===== src/rtl/mem_ctrl_pkg.sv =====
// Shared types and constants for the memory controller: FSM states,
// access-length encodings and the memory-mapped IO boundary.
package mem_ctrl_pkg;

    typedef enum logic [1:0] {
        MC_IDLE,
        MC_IF_RD,
        MC_LS_RD,
        MC_LS_WR
    } mc_state_t;

    localparam logic [1:0]  LEN_B   = 2'd0;
    localparam logic [1:0]  LEN_H   = 2'd1;
    localparam logic [1:0]  LEN_W   = 2'd2;
    localparam logic [31:0] IO_BASE = 32'h0003_0000;

    // Encoding 3 is illegal and is served as a full word.
    function automatic logic [2:0] len_bytes(input logic [1:0] len);
        case (len)
            LEN_B:   return 3'd1;
            LEN_H:   return 3'd2;
            default: return 3'd4;
        endcase
    endfunction

    function automatic logic is_io(input logic [31:0] addr);
        return addr >= IO_BASE;
    endfunction

endpackage


===== src/rtl/mem_ctrl.sv =====
// Memory controller: arbitrates fetch and load/store requests onto the
// byte-wide RAM bus and assembles/disassembles little-endian words.
module mem_ctrl
    import mem_ctrl_pkg::*;
(
    input  logic        clk_in,
    input  logic        rst_in,
    input  logic        rdy_in,
    input  logic        clr_in,

    input  logic [7:0]  mem_din,
    output logic [7:0]  mem_dout,
    output logic [31:0] mem_a,
    output logic        mem_wr,
    input  logic        io_buffer_full,

    input  logic        if_to_mc_ready,
    input  logic [31:0] if_to_mc_PC,
    output logic        mc_valid,
    output logic        mc_to_if_ready,
    output logic [31:0] mc_to_if_inst,

    input  logic        lsb_to_mc_ready,
    input  logic        lsb_to_mc_wr,
    input  logic [31:0] lsb_to_mc_addr,
    input  logic [1:0]  lsb_to_mc_len,
    input  logic [31:0] lsb_to_mc_data,
    output logic        mc_to_lsb_ready,
    output logic [31:0] mc_to_lsb_data
);

    mc_state_t   r_state,    w_state;
    logic [31:0] r_base,     w_base;
    logic [2:0]  r_len,      w_len;
    logic [31:0] r_data,     w_data;
    logic [2:0]  r_cnt,      w_cnt;
    logic [31:0] r_buf,      w_buf;
    logic [31:0] r_mem_a,    w_mem_a;
    logic [7:0]  r_mem_dout, w_mem_dout;
    logic        r_mem_wr,   w_mem_wr;
    logic        r_mc_valid, w_mc_valid;
    logic        r_if_rdy,   w_if_rdy;
    logic [31:0] r_inst,     w_inst;
    logic        r_lsb_rdy,  w_lsb_rdy;
    logic [31:0] r_lsb_data, w_lsb_data;

    logic [1:0]  w_lane;
    logic [31:0] w_capture;
    logic [2:0]  w_wr_idx;
    logic [31:0] w_wr_addr;

    // Read data arrives one cycle behind its address, so the byte on mem_din
    // now belongs to lane r_cnt-1.
    assign w_lane = 2'(r_cnt - 3'd1);

    always_comb begin
        w_capture = r_buf;
        w_capture[{w_lane, 3'b000} +: 8] = mem_din;
    end

    always_comb begin
        w_state    = r_state;
        w_base     = r_base;
        w_len      = r_len;
        w_data     = r_data;
        w_cnt      = r_cnt;
        w_buf      = r_buf;
        w_mem_a    = r_mem_a;
        w_mem_dout = r_mem_dout;
        w_mem_wr   = 1'b0;
        w_mc_valid = 1'b0;
        w_if_rdy   = 1'b0;
        w_inst     = r_inst;
        w_lsb_rdy  = 1'b0;
        w_lsb_data = r_lsb_data;
        w_wr_idx   = '0;
        w_wr_addr  = '0;

        case (r_state)
            MC_IDLE: begin
                if (!clr_in) begin
                    if (lsb_to_mc_ready) begin
                        w_base  = lsb_to_mc_addr;
                        w_len   = len_bytes(lsb_to_mc_len);
                        w_data  = lsb_to_mc_data;
                        w_cnt   = '0;
                        w_buf   = '0;
                        w_mem_a = lsb_to_mc_addr;
                        if (lsb_to_mc_wr) begin
                            w_state    = MC_LS_WR;
                            w_mem_dout = lsb_to_mc_data[7:0];
                            w_mem_wr   = !(io_buffer_full && is_io(lsb_to_mc_addr));
                        end else begin
                            w_state = MC_LS_RD;
                        end
                    end else if (if_to_mc_ready) begin
                        w_state    = MC_IF_RD;
                        w_base     = if_to_mc_PC;
                        w_len      = 3'd4;
                        w_cnt      = '0;
                        w_buf      = '0;
                        w_mem_a    = if_to_mc_PC;
                        w_mc_valid = 1'b1;
                    end
                end
            end

            MC_IF_RD, MC_LS_RD: begin
                if (clr_in) begin
                    w_state = MC_IDLE;
                end else begin
                    if (r_cnt != 3'd0) begin
                        w_buf = w_capture;
                    end
                    if (r_cnt == r_len) begin
                        w_state = MC_IDLE;
                        if (r_state == MC_IF_RD) begin
                            w_if_rdy = 1'b1;
                            w_inst   = w_capture;
                        end else begin
                            w_lsb_rdy  = 1'b1;
                            w_lsb_data = w_capture;
                        end
                    end else begin
                        if (r_cnt + 3'd1 < r_len) begin
                            w_mem_a = r_base + 32'(r_cnt + 3'd1);
                        end
                        w_cnt = r_cnt + 3'd1;
                    end
                end
            end

            MC_LS_WR: begin
                // r_cnt advances only once its byte has actually been issued.
                w_wr_idx = r_mem_wr ? r_cnt + 3'd1 : r_cnt;
                if (r_mem_wr && (w_wr_idx == r_len)) begin
                    w_state   = MC_IDLE;
                    w_lsb_rdy = 1'b1;
                end else begin
                    w_cnt      = w_wr_idx;
                    w_wr_addr  = r_base + 32'(w_wr_idx);
                    w_mem_a    = w_wr_addr;
                    w_mem_dout = r_data[{w_wr_idx[1:0], 3'b000} +: 8];
                    w_mem_wr   = !(io_buffer_full && is_io(w_wr_addr));
                end
            end

            default: w_state = MC_IDLE;
        endcase
    end

    always_ff @(posedge clk_in) begin
        if (rst_in) begin
            r_state    <= MC_IDLE;
            r_base     <= '0;
            r_len      <= '0;
            r_data     <= '0;
            r_cnt      <= '0;
            r_buf      <= '0;
            r_mem_a    <= '0;
            r_mem_dout <= '0;
            r_mem_wr   <= 1'b0;
            r_mc_valid <= 1'b0;
            r_if_rdy   <= 1'b0;
            r_inst     <= '0;
            r_lsb_rdy  <= 1'b0;
            r_lsb_data <= '0;
        end else if (rdy_in) begin
            r_state    <= w_state;
            r_base     <= w_base;
            r_len      <= w_len;
            r_data     <= w_data;
            r_cnt      <= w_cnt;
            r_buf      <= w_buf;
            r_mem_a    <= w_mem_a;
            r_mem_dout <= w_mem_dout;
            r_mem_wr   <= w_mem_wr;
            r_mc_valid <= w_mc_valid;
            r_if_rdy   <= w_if_rdy;
            r_inst     <= w_inst;
            r_lsb_rdy  <= w_lsb_rdy;
            r_lsb_data <= w_lsb_data;
        end
    end

    assign mem_a           = r_mem_a;
    assign mem_dout        = r_mem_dout;
    assign mem_wr          = r_mem_wr;
    assign mc_valid        = r_mc_valid;
    assign mc_to_if_ready  = r_if_rdy;
    assign mc_to_if_inst   = r_inst;
    assign mc_to_lsb_ready = r_lsb_rdy;
    assign mc_to_lsb_data  = r_lsb_data;

endmodule


===== config.mk =====
export PLATFORM = sky130hd
export DESIGN_NAME = mem_ctrl
export DESIGN_NICKNAME = d
export VERILOG_FILES = /design/src/rtl/mem_ctrl_pkg.sv /design/src/rtl/mem_ctrl.sv
export SDC_FILE = /design/constraint.sdc
export NUM_CORES = 1
export LEC_CHECK = 0
export BUFFER_PORTS_ARGS = -buffer_cell sky130_fd_sc_hd__buf_2
export CELL_PAD_IN_SITES_DETAIL_PLACEMENT = 1
export CELL_PAD_IN_SITES_GLOBAL_PLACEMENT = 2
export CORE_UTILIZATION = 29
export CTS_CLUSTER_DIAMETER = 200
export DETAILED_ROUTE_END_ITERATION = 12
export GPL_TIMING_DRIVEN = 0
export PLACE_DENSITY = 0.89
export SYNTH_ARGS = -nofsm -noshare
export SYNTH_HDL_FRONTEND = slang
export SYNTH_SLANG_ARGS = --single-unit
export TNS_END_PERCENT = 50

===== constraint.sdc =====
create_clock -name clk_in -period 3.7 [get_ports clk_in]
set_input_delay 0.185 -clock clk_in [delete_from_list [all_inputs] [get_ports clk_in]]
set_output_delay 0.185 -clock clk_in [all_outputs]
set_load 0.01 [all_outputs]

* Word-level counts from Yosys, hierarchy flattened *
Index checks and enable logic that the tools add are counted.

storage, ports and cells
  flip-flop bits (word level) = 212
  input bits = 114
  output and inout port bits = 108
  word-level logic and storage cells = 123

operators by class
  $add $sub $neg = 6
  magnitude comparators = 3
  equality and inequality tests = 17
  shift operators = 3
  mux-type cells = 57
  bitwise operators = 2
  reduce and logical (&&, ||, !) cells = 21

operators by type and width
  operator                count
  $mux 32                 12
  $pmux 32 s3             1
  $ge 32x18->1 const B    2
  $pmux 32 s2             1
  $add 32x3->32           1
  $add 32x4->32           1
  $bwmux 32               1
  $mux 8                  4
  $shift 8x7->32 const A  1
  $shiftx 32x6->8         1
  $shiftx 8x7->32         1
  $mux 3                  9
  $ne 2x2->1 const B      9
  $reduce_and 6->1        3
  $mux 1                  17
  $pmux 8 s2              1
  $reduce_and 5->1        3
  $mux 2                  6
  $pmux 3 s3              1
  $reduce_and 4->1        2
  $neg 5->7               1
  $reduce_and 7->1        1
  $eq 3x3->1              2
  $ne 3x3->1 const B      2
  16 further kinds        26

* Logic depth before layout (Yosys ltp) *
  word-level depth = 8
  mapped depth = 14
  gate-level depth less buffers = 12

* Least setup slack after synthesis *
No wires, ideal clock.

  path type = register -> register
  start = register r_cnt[0]
  end = register r_mem_wr (netlist: mem_wr)
  library setup time = 0.087 ns
  data arrival time = 3.620 ns
  data required time = 3.613 ns
  slack = -0.007 ns
  cell stages (with the launch flop) = 15
  buffers on the path = 2
  clock period less this slack = 3.707 ns
  cell sequence = dfxtp_1 buf_2 inv_1 ha_1 clkbuf_1 mux2i_1 inv_1 fa_1 a21oi_1 nor3_1 and2_1 o21a_1 o21ai_0 nand2_1 o31ai_1

between the ends
  longest elaborated chain between the ends = 8
  elaborated cells on any way between the ends = 10
  classes of those cells = add/sub (2); order compare (1); eq/ne (1); mux (3); reduce/logical (3)

ends and longest elaborated chain
  item                      RTL line            source
  start: declaration        mem_ctrl.sv:36      logic [2:0] r_cnt, w_cnt;
  start signal: assignment  mem_ctrl.sv:173     r_cnt <= w_cnt;
  $add 3x1->3               mem_ctrl.sv:135     w_wr_idx = r_mem_wr ? r_cnt + 3'd1 : r_cnt;
  $mux 3 *                  mem_ctrl.sv:135
  $add 32x3->32             mem_ctrl.sv:141     w_wr_addr = r_base + 32'(w_wr_idx);
  $ge 32x18->1              mem_ctrl_pkg.sv:27  return addr >= IO_BASE;
  $logic_and 1x1->1         mem_ctrl.sv:144     w_mem_wr = !(io_buffer_full && is_io(w_wr_addr));
  $logic_not 1->1           mem_ctrl.sv:144
  $mux 1 *                  mem_ctrl.sv:136     if (r_mem_wr && (w_wr_idx == r_len)) begin
  $pmux 1 s2 *              mem_ctrl.sv:79      case (r_state)
  end signal: assignment    mem_ctrl.sv:177     r_mem_wr <= w_mem_wr;
  end: declaration          mem_ctrl.sv:40      logic r_mem_wr, w_mem_wr;

Mark *: on every way between the ends. The rest lies on a longest branch, timed or not.
A chain may end at the register's enable or synchronous reset.

* Worst setup path after layout *
  start = register r_cnt[0]
  end = register r_mem_a[29] (netlist: mem_a[29])

between the ends
  longest elaborated chain between the ends = 6
  elaborated cells on any way between the ends = 18
  classes of those cells = add/sub (4); order compare (1); eq/ne (5); mux (6); reduce/logical (2)

ends and longest elaborated chain
  item                                                    RTL line                                           source
  $add 3x1->4 / $add 3x1->3 (equally long branches)       mem_ctrl.sv:126, mem_ctrl.sv:125, mem_ctrl.sv:135
  $add 32x4->32 / $mux 3 (equally long branches)          mem_ctrl.sv:126, mem_ctrl.sv:135
  $mux 32 / $eq 3x3->1 (equally long branches)            mem_ctrl.sv:125, mem_ctrl.sv:136
  $mux 32 / $logic_and 1x1->1 (equally long branches)     mem_ctrl.sv:115, mem_ctrl.sv:136
  $mux 32 / $ne 2x2->1 (equally long branches)            -
  $pmux 32 s3 / $reduce_and 7->1 (equally long branches)  -
  end signal: assignment                                  mem_ctrl.sv:175                                    r_mem_a <= w_mem_a;
  end: declaration                                        mem_ctrl.sv:38                                     logic [31:0] r_mem_a, w_mem_a;

Several ways; a longest one is shown, not always the timed one. The select of a mux whose other input is x is not followed.

==> run summary <==
Setup Skew = 0.02011 ns
Max Freq = 284.3 MHz
detailed-router iteration count before antenna repair = 5
Routed Antenna Nets = 0
post-synth cell types = 77
syn_nets = 1,488
outcome = finished clean
period utilisation layout = 95.07%
post-synthesis sequential area ratio = 39.01%
YS warnings = 0
clock sink count = 212
Final nets = 1,774
fin crit period = 3.518 ns
Fin Setup TNS = 0 ns
Die Ht = 195.7 um
DR iter-0 viols = 644
clk_lat worst skew = 0.56 ns
Num CTS Buffers = 25
DR DRC count = 0
Die Footprint = 38,300 sq um
fill count = 4,492
most common cell in the netlist = dfxtp_1
CP Class = reg -> reg
clk buf depth = 3
hold crit path type = in -> reg
global-route wire length before repair = 71.51 mm
critical-path maximum fanout = 9
PD cells = 444.1 nW/um^2
flip-flop and latch count after synthesis = 212
core footprint = 36,790 sq um
share of cells above drive strength 1 = 20.21%
VDD IR max = 0.0002944 V
Max Transition Viols Final = 0
Worst Path Required = 4.13 ns
Post-synth EDFFs = 0
Layout area overhead = 27.23%
initial antenna violation count = 1
cell area after synthesis = 10,880 sq um
vias in the first global route = 11.76k
IO Port Bufs = 219
Rows = 70
Layout Cells excl Fill = 2,122
Critical Path AT = 3.94 ns
CTS tree = done
area leader, netlist = dfxtp_1
Initial Utilization = 29.58%
routed len/inst = 22.48 um
via count = 11.61k
Clk pin slew, worst setup/hold paths = 0.07 ns
Slew headroom = 26.60%
post-synth top area share = 39.01%
# H-tree levels = 1
Top FF cell, synth = dfxtp_1
root buf cell = clkbuf_16
Worst setup EP type = flip-flop
most frequent cells after synthesis = 212 x dfxtp_1, 179 x nand2_1, 155 x nor2_1
GRT Total Usage = 24.36%
dpl hpwl = 35.64 mm
Hold Fails Final Rpt = 0
worst-margin pin slew = 1.093 ns
maxcap violations = 0
die width = 195.7 um
RSZ-0062 raised after global routing = false
total gr overflow = 0
top cells by area, synth = dfxtp_1 39%, a21oi_1 6.8%, a211oi_1 6.8%, nand2_1 6.2%, nor2_1 5.3%
final hold slack = 0.03269 ns
Post-Synthesis Cells = 1,352
total wire length = 47.69 mm
setup violators final = 0
crit path launch type = flip-flop
routability cong. = 0.9260
final core utilization = 37.63%
placed insts = 2,039
Vias/cell = 5.473
total chip power = 0.006148 W
asr flop ratio synth = 0%
largest net degree at the start of global routing = 14
io pins = 222
leakage power = 5.326 nW
Mean Syn Cell Area = 8.048 sq um
-- power by group --
group | switching, W | leakage [nW] | internal [W] | total (W)
Sequential | 0.0000762 | 1.72 | 0.00240 | 0.00248
Combinational | 0.000808 | 3.21 | 0.000406 | 0.00121
Clock | 0.00103 | 0.398 | 0.00143 | 0.00245
Total | 0.00191 | 5.33 | 0.00423 | 0.00615
-- worst paths after layout --
check	startpoint	cells after the start	slack, ns	end
min	lsb_to_mc_wr	5	0.03	r_state[0]
min reg2reg	r_buf[21]	2	0.45	r_buf[21]
max reg2reg	r_cnt[0]	13	0.18	mem_a[29]
max	r_cnt[0]	13	0.18	mem_a[29]
-- per-layer routing --
metal / up-vias / global-route usage (%) / part of all wire, %
li1: 5422 / - / -
met1: 5751 / 31.41 / 44
met5: - / 0 / 0
met2: 362 / 41.71 / 47
met4: 0 / 7.436 / 2.8
met3: 78 / 3.816 / 5.7
-- cell families after synthesis --
kind of cell               after synthesis  synth area share (%)
buffers and inverters                  136                 5.244
AOI/OAI and AO/OA                      384                 22.72
adders and majority gates               22                 2.668
and+or+nand+nor                        518                 22.17
xor gates and xnor gates                28                 2.449
muxes                                   52                 5.738
DFF                                    212                 39.01
-- stage by stage --
stage               setup slack, ns  instance area [sq um]
floorplan                    0.1672                  10880
global placement             -1.138                  12570
detailed placement           -1.134                  12570
CTS                        0.005827                  13770
global route                0.03838                  13840
finish                       0.1825                  13840
-- worst max-delay path: stages, from the launching register on --
cell      delay [ns]
dfxtp_2         0.41
buf_4           0.24
inv_1           0.13
ha_2            0.41
mux2i_4         0.19
inv_1           0.10
ha_1            0.28
nand3_1         0.17
a21oi_4         0.36
nand3_1         0.24
nor3_1          0.25
xor2_1          0.09
a221oi_1        0.35
o21ai_0         0.15
-- cell usage in the layout (no fill, tap or decap), types with 15 or more instances in the layout --
master,Yosys,final
nand3_1,33,33
nand2_1,179,179
nand4_1,22,22
xnor2_1,15,15
dlygate4sd3_1,0,35
a21oi_1,148,147
o21ai_0,42,41
a211oi_1,98,98
clkbuf_16,0,25
or3_1,34,34
nor3_1,24,24
clkbuf_1,71,73
ha_1,20,19
dfxtp_1,212,210
inv_1,22,22
buf_2,23,241
mux2i_1,41,40
nor2_1,155,155
nor2b_1,38,38
-- timing repair --
| action | CTS | global route |
|---|---|---|
| pin swaps | 0 | 2 |
| gates resized for setup | 10 | 5 |
| endpoints found under the hold margin | 37 | 0 |
| setup buffers | 1 | 5 |
| setup endpoints to repair | 32 | 21 |
| cloned | 0 | 0 |
| hold buffers | 35 | 0 |
-- layout make-up --
type | instances | area, sq um | area share (%)
antenna | 1 | 2.502 | 0.01808
buffer | 113 | 486.7 | 3.516
clock buffer | 34 | 719.4 | 5.197
clock inverter | 8 | 82.58 | 0.5965
inverter | 22 | 82.58 | 0.5965
multi-input combinational | 1004 | 6146 | 44.40
sequential | 212 | 4247 | 30.68
tap | 468 | 585.6 | 4.230
timing repair buffer | 260 | 1491 | 10.77
-- flip-flops by register name (all words and copies together), names as in the netlist --
signal	flops
mc_to_if_inst	32
mc_to_lsb_data	32
mem_a	32
r_base	32
r_buf	32
r_data	32
mem_dout	8
r_cnt	3
r_len	3
r_state	2
mc_to_if_ready	1
mc_to_lsb_ready	1
mc_valid	1
mem_wr	1
(Power assumes the default switching activity.)
